===== src/rtl/bcd_countdown_timer_pkg.sv =====
// Shared definitions for the BCD countdown timer: digit width, decimal digit
// maximum, FSM state encodings and the per-digit clamp helper.
package bcd_pkg;
  localparam int          BCD_W   = 4;
  localparam logic [3:0]  BCD_MAX = 4'd9;

  typedef enum logic [1:0] {
    ST_IDLE = 2'd0,
    ST_RUN  = 2'd1,
    ST_DONE = 2'd2
  } state_t;

  // Out-of-range digit values saturate to the digit's maximum.
  function automatic logic [BCD_W-1:0] clamp(input logic [BCD_W-1:0] d,
                                             input logic [BCD_W-1:0] mx);
    return (d > mx) ? mx : d;
  endfunction
endpackage


===== src/rtl/bcd_countdown_timer_if.sv =====
// Control/status bundle of the BCD countdown timer.
//   master: drives load, load_bcd, start, halt, tick; observes bcd, K_end, done, running
//   slave : the timer itself
interface bcd_countdown_timer_if #(
  parameter int NUM_DIGITS = 4
);
  logic                    load;
  logic [4*NUM_DIGITS-1:0] load_bcd;
  logic                    start;
  logic                    halt;
  logic                    tick;
  logic [4*NUM_DIGITS-1:0] bcd;
  logic                    K_end;
  logic                    done;
  logic                    running;

  modport master (
    output load, load_bcd, start, halt, tick,
    input  bcd, K_end, done, running
  );

  modport slave (
    input  load, load_bcd, start, halt, tick,
    output bcd, K_end, done, running
  );
endinterface


===== src/rtl/bcd_countdown_timer_digit.sv =====
// bcd_digit_down: one BCD down-counting digit.
//   clock, reset : rising-edge clock, async active-high reset (digit -> 0)
//   dec_in       : decrement request from the digit below (or the tick for digit 0)
//   load/load_val: synchronous load, wins over dec_in
//   max          : value the digit wraps to when decremented from 0
//   digit        : registered digit value
//   borrow_out   : decrement request passed to the next digit up
module bcd_digit_down
  import bcd_pkg::*;
(
  input  logic             clock,
  input  logic             reset,
  input  logic             dec_in,
  input  logic             load,
  input  logic [BCD_W-1:0] load_val,
  input  logic [BCD_W-1:0] max,
  output logic [BCD_W-1:0] digit,
  output logic             borrow_out
);
  always_ff @(posedge clock or posedge reset) begin
    if (reset)       digit <= '0;
    else if (load)   digit <= load_val;
    else if (dec_in) digit <= (digit == '0) ? max : digit - 4'd1;
  end

  assign borrow_out = dec_in & (digit == '0);
endmodule


===== src/rtl/bcd_countdown_timer.sv =====
// bcd_countdown_timer: cascaded multi-digit BCD down-counter with load,
// start/halt control, terminal flag and end-of-count pulse.
//   clock, reset : rising-edge clock, async active-high reset
//   bus (slave)  : load, load_bcd, start, halt, tick in; bcd, K_end, done, running out
// Parameters: NUM_DIGITS (1..8), MSD_MAX (1..9, max of the top digit).
// Optional feature macro BCD_COUNTDOWN_AUTO_RELOAD_EN: the terminal tick keeps
// the timer in RUN and the following tick reloads the last loaded value.
module bcd_countdown_timer
  import bcd_pkg::*;
#(
  parameter int NUM_DIGITS = 4,
  parameter int MSD_MAX    = 9
) (
  input  logic                    clock,
  input  logic                    reset,
  bcd_countdown_timer_if.slave    bus
);
  localparam logic [4*NUM_DIGITS-1:0] CNT_ONE = 1;

  state_t state_q, state_n;

  logic [NUM_DIGITS-1:0][BCD_W-1:0] digits;
  logic [NUM_DIGITS-1:0][BCD_W-1:0] digit_max;
  logic [NUM_DIGITS-1:0][BCD_W-1:0] load_clamped;
  logic [NUM_DIGITS-1:0][BCD_W-1:0] reload_val;
  logic [NUM_DIGITS-1:0][BCD_W-1:0] digit_load_val;
  logic [NUM_DIGITS-1:0]            borrow;
  logic [NUM_DIGITS-1:0]            dec_in;

  logic adv;          // tick honoured this cycle
  logic count_zero;
  logic count_one;
  logic terminal;     // tick that takes the count from 1 to 0
  logic reload_now;   // tick arriving with the count already at 0
  logic digit_load;
  logic k_end_q;
  logic done_q;

  assign count_zero = (digits == '0);
  assign count_one  = (digits == CNT_ONE);

  // Load and halt outrank tick; start has no effect once running.
  assign adv      = (state_q == ST_RUN) & bus.tick & ~bus.load & ~bus.halt;
  assign terminal = adv & count_one;

  // The top digit's borrow only fires when a tick meets an all-zero count.
  // That is the auto-reload point; without auto-reload it is unreachable and
  // reloading zero simply pins the counter at 0 instead of wrapping.
  assign reload_now = borrow[NUM_DIGITS-1];

  assign digit_load     = bus.load | reload_now;
  assign digit_load_val = bus.load ? load_clamped : reload_val;

  genvar i;
  generate
    for (i = 0; i < NUM_DIGITS; i++) begin : g_digit
      assign digit_max[i]    = (i == NUM_DIGITS-1) ? BCD_W'(MSD_MAX) : BCD_MAX;
      assign load_clamped[i] = clamp(bus.load_bcd[4*i +: 4], digit_max[i]);
      if (i == 0) begin : g_lsd
        assign dec_in[i] = adv;
      end else begin : g_upper
        assign dec_in[i] = borrow[i-1];
      end

      bcd_digit_down u_digit (
        .clock      (clock),
        .reset      (reset),
        .dec_in     (dec_in[i]),
        .load       (digit_load),
        .load_val   (digit_load_val[i]),
        .max        (digit_max[i]),
        .digit      (digits[i]),
        .borrow_out (borrow[i])
      );
    end
  endgenerate

`ifdef BCD_COUNTDOWN_AUTO_RELOAD_EN
  always_ff @(posedge clock or posedge reset) begin
    if (reset)         reload_val <= '0;
    else if (bus.load) reload_val <= load_clamped;
  end
`else
  assign reload_val = '0;
`endif

  always_ff @(posedge clock or posedge reset) begin
    if (reset) state_q <= ST_IDLE;
    else       state_q <= state_n;
  end

  always_comb begin
    state_n = state_q;
    if (bus.load) begin
      state_n = ST_IDLE;
    end else begin
      unique case (state_q)
        ST_IDLE: if (bus.start && !count_zero) state_n = ST_RUN;
        ST_RUN: begin
          if (bus.halt) state_n = ST_IDLE;
          // A zero reload value can never restart, so it stops like a one-shot.
          else if (terminal && reload_val == '0) state_n = ST_DONE;
        end
        ST_DONE: state_n = ST_DONE;
        default: state_n = ST_IDLE;
      endcase
    end
  end

  // K_end tracks the value the count will hold after this edge.
  always_ff @(posedge clock or posedge reset) begin
    if (reset) begin
      k_end_q <= 1'b1;
      done_q  <= 1'b0;
    end else begin
      done_q <= terminal;
      if (bus.load)        k_end_q <= (load_clamped == '0);
      else if (reload_now) k_end_q <= (reload_val == '0);
      else if (terminal)   k_end_q <= 1'b1;
    end
  end

  assign bus.bcd     = digits;
  assign bus.K_end   = k_end_q;
  assign bus.done    = done_q;
  assign bus.running = (state_q == ST_RUN);
endmodule


===== src/flat_wrapper.sv =====
// flat-port wrapper written by rule: the top's interface ports become plain ports
module bcd_countdown_timer_flat import bcd_pkg::*;
#(
  parameter int NUM_DIGITS = 4,
  parameter int MSD_MAX    = 9
)
  (clock, reset, bus_load, bus_load_bcd, bus_start, bus_halt, bus_tick, bus_bcd, bus_K_end, bus_done, bus_running);
  bcd_countdown_timer_if #(.NUM_DIGITS(NUM_DIGITS)) bus_i ();
  input  logic clock;
  input  logic reset;
  input wire logic [$bits(bus_i.load)-1:0] bus_load;
  input wire logic [$bits(bus_i.load_bcd)-1:0] bus_load_bcd;
  input wire logic [$bits(bus_i.start)-1:0] bus_start;
  input wire logic [$bits(bus_i.halt)-1:0] bus_halt;
  input wire logic [$bits(bus_i.tick)-1:0] bus_tick;
  output wire logic [$bits(bus_i.bcd)-1:0] bus_bcd;
  output wire logic [$bits(bus_i.K_end)-1:0] bus_K_end;
  output wire logic [$bits(bus_i.done)-1:0] bus_done;
  output wire logic [$bits(bus_i.running)-1:0] bus_running;
  assign bus_i.load = bus_load;
  assign bus_i.load_bcd = bus_load_bcd;
  assign bus_i.start = bus_start;
  assign bus_i.halt = bus_halt;
  assign bus_i.tick = bus_tick;
  assign bus_bcd = bus_i.bcd;
  assign bus_K_end = bus_i.K_end;
  assign bus_done = bus_i.done;
  assign bus_running = bus_i.running;
  bcd_countdown_timer #(.NUM_DIGITS(NUM_DIGITS), .MSD_MAX(MSD_MAX)) u_core (.clock(clock), .reset(reset), .bus(bus_i));
endmodule

===== config.mk =====
export PLATFORM = sky130hd
export DESIGN_NAME = bcd_countdown_timer_flat
export DESIGN_NICKNAME = d
export VERILOG_FILES = /design/src/rtl/bcd_countdown_timer_pkg.sv /design/src/rtl/bcd_countdown_timer_if.sv /design/src/rtl/bcd_countdown_timer_digit.sv /design/src/rtl/bcd_countdown_timer.sv /design/src/flat_wrapper.sv
export SDC_FILE = /design/constraint.sdc
export NUM_CORES = 1
export LEC_CHECK = 0
export ABC_AREA = 1
export CAP_MARGIN = 25
export CORE_MARGIN = 5
export CORE_UTILIZATION = 43
export CTS_CLUSTER_DIAMETER = 200
export DETAILED_ROUTE_END_ITERATION = 10
export PLACE_DENSITY_LB_ADDON = 0.15
export SLEW_MARGIN = 20
export SYNTH_ARGS = -nofsm -noshare
export SYNTH_HDL_FRONTEND = slang
export SYNTH_SLANG_ARGS = --single-unit

===== constraint.sdc =====
create_clock -name clock -period 1.9 [get_ports clock]
set_input_delay 0.475 -clock clock [delete_from_list [all_inputs] [get_ports clock]]
set_output_delay 0.475 -clock clock [all_outputs]
set_load 0.02 [all_outputs]

# After elaboration in Yosys (flattened, before gate mapping)
# Cells that the tools add are included.
[op_classes] n_addsub=4 muxes=25 bitwise_logic=11 n_reduce_logical=15 order_cmp=4 eq_ne=5
[op_table] cell="$mux 4" n=16
[op_table] cell="$logic_not 16->1" n=2
[op_table] cell="$eq 16x1->1 const B" n=1
[op_table] cell="$gt 4x4->1 const B" n=4
[op_table] cell="$logic_not 4->1" n=4
[op_table] cell="$mux 16" n=1
[op_table] cell="$sub 4x1->4 const B" n=4
[op_table] cell="$and 1x1->1" n=8
[op_table] cell="$mux 2" n=4
[op_table] cell="$reduce_bool 2->1" n=4
[op_table] cell="$pmux 2 s3" n=1
[op_table] cell="$ne 4x3->1 const B" n=1
[op_table] cell="$mux 1" n=3
[op_table] cell="$ne 3x2->1 const B" n=1
[op_table] cell="$reduce_bool 3->1" n=1
[op_table] cell="$eq 2x1->1 const B" n=1
[op_table] cell="$eq 2x2->1 const B" n=1
[op_table] cell="$logic_not 2->1" n=1
[op_table] cell="$not 1->1" n=2
[op_table] cell="$reduce_and 2->1" n=1
[op_table] cell="$logic_and 1x1->1" n=1
[op_table] cell="$logic_not 1->1" n=1
[op_table] cell="$or 1x1->1" n=1
[word_totals] out_inout_bits=19 inputBits=22 word_cells=71 regBits=20

# Depth between registers and ports, before layout
[logic_depth] word_depth=10 mapped_depth=9

# Hierarchy
# Synthesis repeated with hierarchy kept, for this count alone.
[hier_totals] hier_cells=284 area_unflattened_um2=1726.7
[modules_own_cells] module="bcd_digit_down" n_inst=4 cells_each=47 area_each_um2=301.5
[modules_own_cells] module="bcd_countdown_timer" n_inst=1 cells_each=96 area_each_um2=520.5

# Worst setup path before layout
# Ideal clock, no wire load.
[synth_timing] kind="reg2reg" from="register u_core.g_digit[1].u_digit.digit[1]" to="register u_core.g_digit[1].u_digit.digit[3]" setup_ps=129 path_slack_ps=428 path_stages_with_launch=10 t_required_ps=1771 t_arrival_ps=1343 cell_sequence="dfrtp_1 -> nor2_2 -> nand2_2 -> nor2_4 -> nand2_4 -> nand2_4 -> nand2_4 -> buf_6 -> nand3_1 -> nand3_1"
[synth_between] elab_chain_cells=6 word_cells_on_any_way=10
[synth_rtl] element="start: declaration" line="bcd_countdown_timer_digit.sv:17" source="output logic [BCD_W-1:0] digit,"
[synth_rtl] element="start signal: assignment" line="bcd_countdown_timer_digit.sv:22" source="else if (load) digit <= load_val;"
[synth_rtl] element="start signal: assignment" line="bcd_countdown_timer_digit.sv:23" source="else if (dec_in) digit <= (digit == '0) ? max : digit - 4'd1;"
[synth_rtl] element="branches (longest 6 deep; another with $sub 4x1->4)"
# Several ways; the timed one is not identified. The select of a mux whose other input is x is not followed.
# A chain may end at the register's enable or synchronous reset.

# Worst setup path in the final report
[layout_timing] from="register u_core.g_digit[0].u_digit.digit[3]" to="output bus_bcd[3]"
[layout_lines] element="start: declaration" line="bcd_countdown_timer_digit.sv:17"
[layout_lines] element="start signal: assignment" line="bcd_countdown_timer_digit.sv:22"
[layout_lines] element="start signal: assignment" line="bcd_countdown_timer_digit.sv:23"
[layout_lines] element="end: declaration" line="flat_wrapper.sv:16" source="output wire logic [$bits(bus_i.bcd)-1:0] bus_bcd;"
# No word-level cell between the ends.

==> reports/metrics.csv <==
metric;value;unit
core_area;3078;um^2
p_per_area;649.8;nW/um^2
post-route-period-util;97.42;%
slew_headroom;80.97;%
synth_fp_nets;227;
clock-sinks;20;
reg2reg_from;u_core.g_digit[1].u_digit.digit[1];
max_stage_delay;0.63;ns
vias;1482;
rsz0062_at_grt;false;
crit_chain;clkdlybuf4s50_1;
cts_buffers;3;
critPathBufInv;1;
antenna_found_initial;0;
layout.nets;284;
clock_latency;0.30;ns
cts_buffer_depth;2;
drive_gt1_share;13.79;%
vdd_ir_drop_max;0.3629;mV
grt_usage;18.07;%
synth_edf_count;0;
path_clk_slew;0.12;ns
power.total;1.281;mW
cp-end-kind;output pin;
dieArea;4477;um^2
outcome;completed;
grt_pass1_wl;6327;um
place.port_buffers;40;
cp_max_fo;5;
ys_top_cells_by_area;dfrtp_1 34%, nand2_1 12%, nor2_1 8.6%, nand3_1 7.2%, inv_1 7.0%;
hold_class;in -> async;
timing.critical_path.from;u_core.g_digit[0].u_digit.digit[3];
drcViolationCount;0;
wirelength;3575;um
rows;20;
worstPathRequired;1.42;ns
fin_skew;0.01275;ns
ctsHoldBuffers;0;
firstDrtPassIters;4;
max_freq;540.2;MHz
min_period;1.851;ns
cts_root_buf;clkbuf_4;
vias_per_cell;4.859;
final_cell_area;1971;um^2
grt_use_met3;2.361;%
grt_max_degree;21;
crit_family;buffers and inverters;
htreeDepth;1;
arrival;1.38;ns
num_antenna_cells;0;
tightestPinTransition;0.2829;ns
synthesis.area;1393;um^2
area_growth;41.51;%
hold_viol_final;0;
crit_slowest_cell;clkdlybuf4s50_1;
cap_violations;0;
synthArstFlopShare;100.0;%
start_kind;flop;
synth_warnings;0;
fin_setup_tns;0;ns
met2_usage;32.18;%
gr-total-overflow;0;
utilization;64.02;%
place.gp.congestion;0.8292;
avgSynthCellArea;6.793;um^2
p_leak;0.9928;nW
gr-max-usage-layer;met2;
ys_ff_latch;20;
post_drt_wl_per_cell;11.72;um
post_dp_cell_area;1938;um^2
die_h;66.91;um
die_width;66.91;um
synthFlopType;dfrtp_1;
synthDominantCellAreaShare;34.14;%
netlist_instances;205;
use_met1;22.67;%
initial_utilization;45.24;%
setup_viol;0;
ant_nets;0;
grt_pass1_vias;1458;
yosysSeqAreaShare;36.03;%
yosys.area.top_type;dfrtp_1;
synth.distinct_cells;26;
synth.most_common_cell;nand2_1;
dr.first_iter.drc_count;72;
cts_tree;yes;
slew_violations;0;
synth_common_cells;45 x nand2_1, 32 x nor2_1, 26 x inv_1;
critical_path_class;reg -> out;
place_hpwl;2904;um
ioPinCount;41;
holdWs;0.4824;ns
power breakdown:
| part | switching [mW] | internal (mW) |
|---|---|---|
| Clock | 0.131 | 0.0816 |
| Combinational | 0.274 | 0.236 |
| Sequential | 0.0721 | 0.485 |
| Total | 0.478 | 0.803 |
tightest hold or removal path: cells and delay by family:
family   cells  cell delay [ns]
buf+inv      3             0.71
state kept, by name, indices dropped and copies added, names as in the netlist:
register	flops
u_core.g_digit.u_digit.digit	16
u_core.state_q	2
u_core.bus.K_end	1
u_core.bus.done	1
final cells by class:
class                           count  area [um^2]
Fill cell                         286         1107
Multi-Input combinational cell    154        757.0
Timing Repair Buffer               56        526.8
Sequential cell                    20        501.7
Inverter                           27        103.9
Tap cell                           44        55.05
Clock buffer                        4        26.28
placed cells by master (no fill, tap or decap), types with 3 or more instances in the layout:
| master | Yosys | final |
|---|---|---|
| a21oi_1 | 17 | 17 |
| buf_4 | 0 | 16 |
| clkbuf_4 | 0 | 3 |
| clkdlybuf4s50_1 | 0 | 33 |
| dfrtp_1 | 19 | 19 |
| dlygate4sd2_1 | 0 | 3 |
| dlymetal6s2s_1 | 0 | 4 |
| inv_1 | 26 | 26 |
| nand2_1 | 45 | 45 |
| nand2_4 | 3 | 3 |
| nand3_1 | 20 | 20 |
| nand4_1 | 3 | 3 |
| nor2_1 | 32 | 32 |
| nor2_2 | 4 | 4 |
| o211ai_1 | 4 | 4 |
| o21ai_0 | 11 | 11 |
cells by family after synthesis:
logic type / after synthesis / share of synthesized area, %
flip-flops: 20 / 36.03
AO/OA/AOI/OAI: 35 / 13.84
buffers and inverters: 31 / 9.614
AND/OR/NAND/NOR: 118 / 39.89
XOR/XNOR: 1 / 0.6290
metal layers:
layer	vias to the layer above	share of wire [%]
li1	778	-
met1	670	47
met2	30	48
met3	4	3.9
met4	0	0.92
met5	-	0
final timing paths:
kind                                                       to  slack, ns  depth (start not counted)
max in group asynchronous                    u_core.bus.K_end       1.14                          3
setup / recovery                                   bus_bcd[3]       0.05                          1
min in group clock                           u_core.bus.K_end       0.50                          2
setup reg to reg           u_core.g_digit[0].u_digit.digit[0]       0.37                          8
hold / removal             u_core.g_digit[2].u_digit.digit[2]       0.48                          3
hold reg to reg                              u_core.bus.K_end       0.50                          2
through the flow:
stage / std cells / setup WS [ns]
after floorplan: 205 / 0.4283
after global placement: 301 / -0.004670
after detailed placement: 301 / -0.03744
after CTS: 305 / 0.01717
after global routing: 305 / 0.001011
final: 305 / 0.04900
timing repair:
action | CTS | global route
cloned | 0 | 0
gates resized for setup | 3 | 4
setup buffers | 0 | 0
setup endpoints to repair | 3 | 4
No activity file was read; power rests on OpenSTA's default activity.
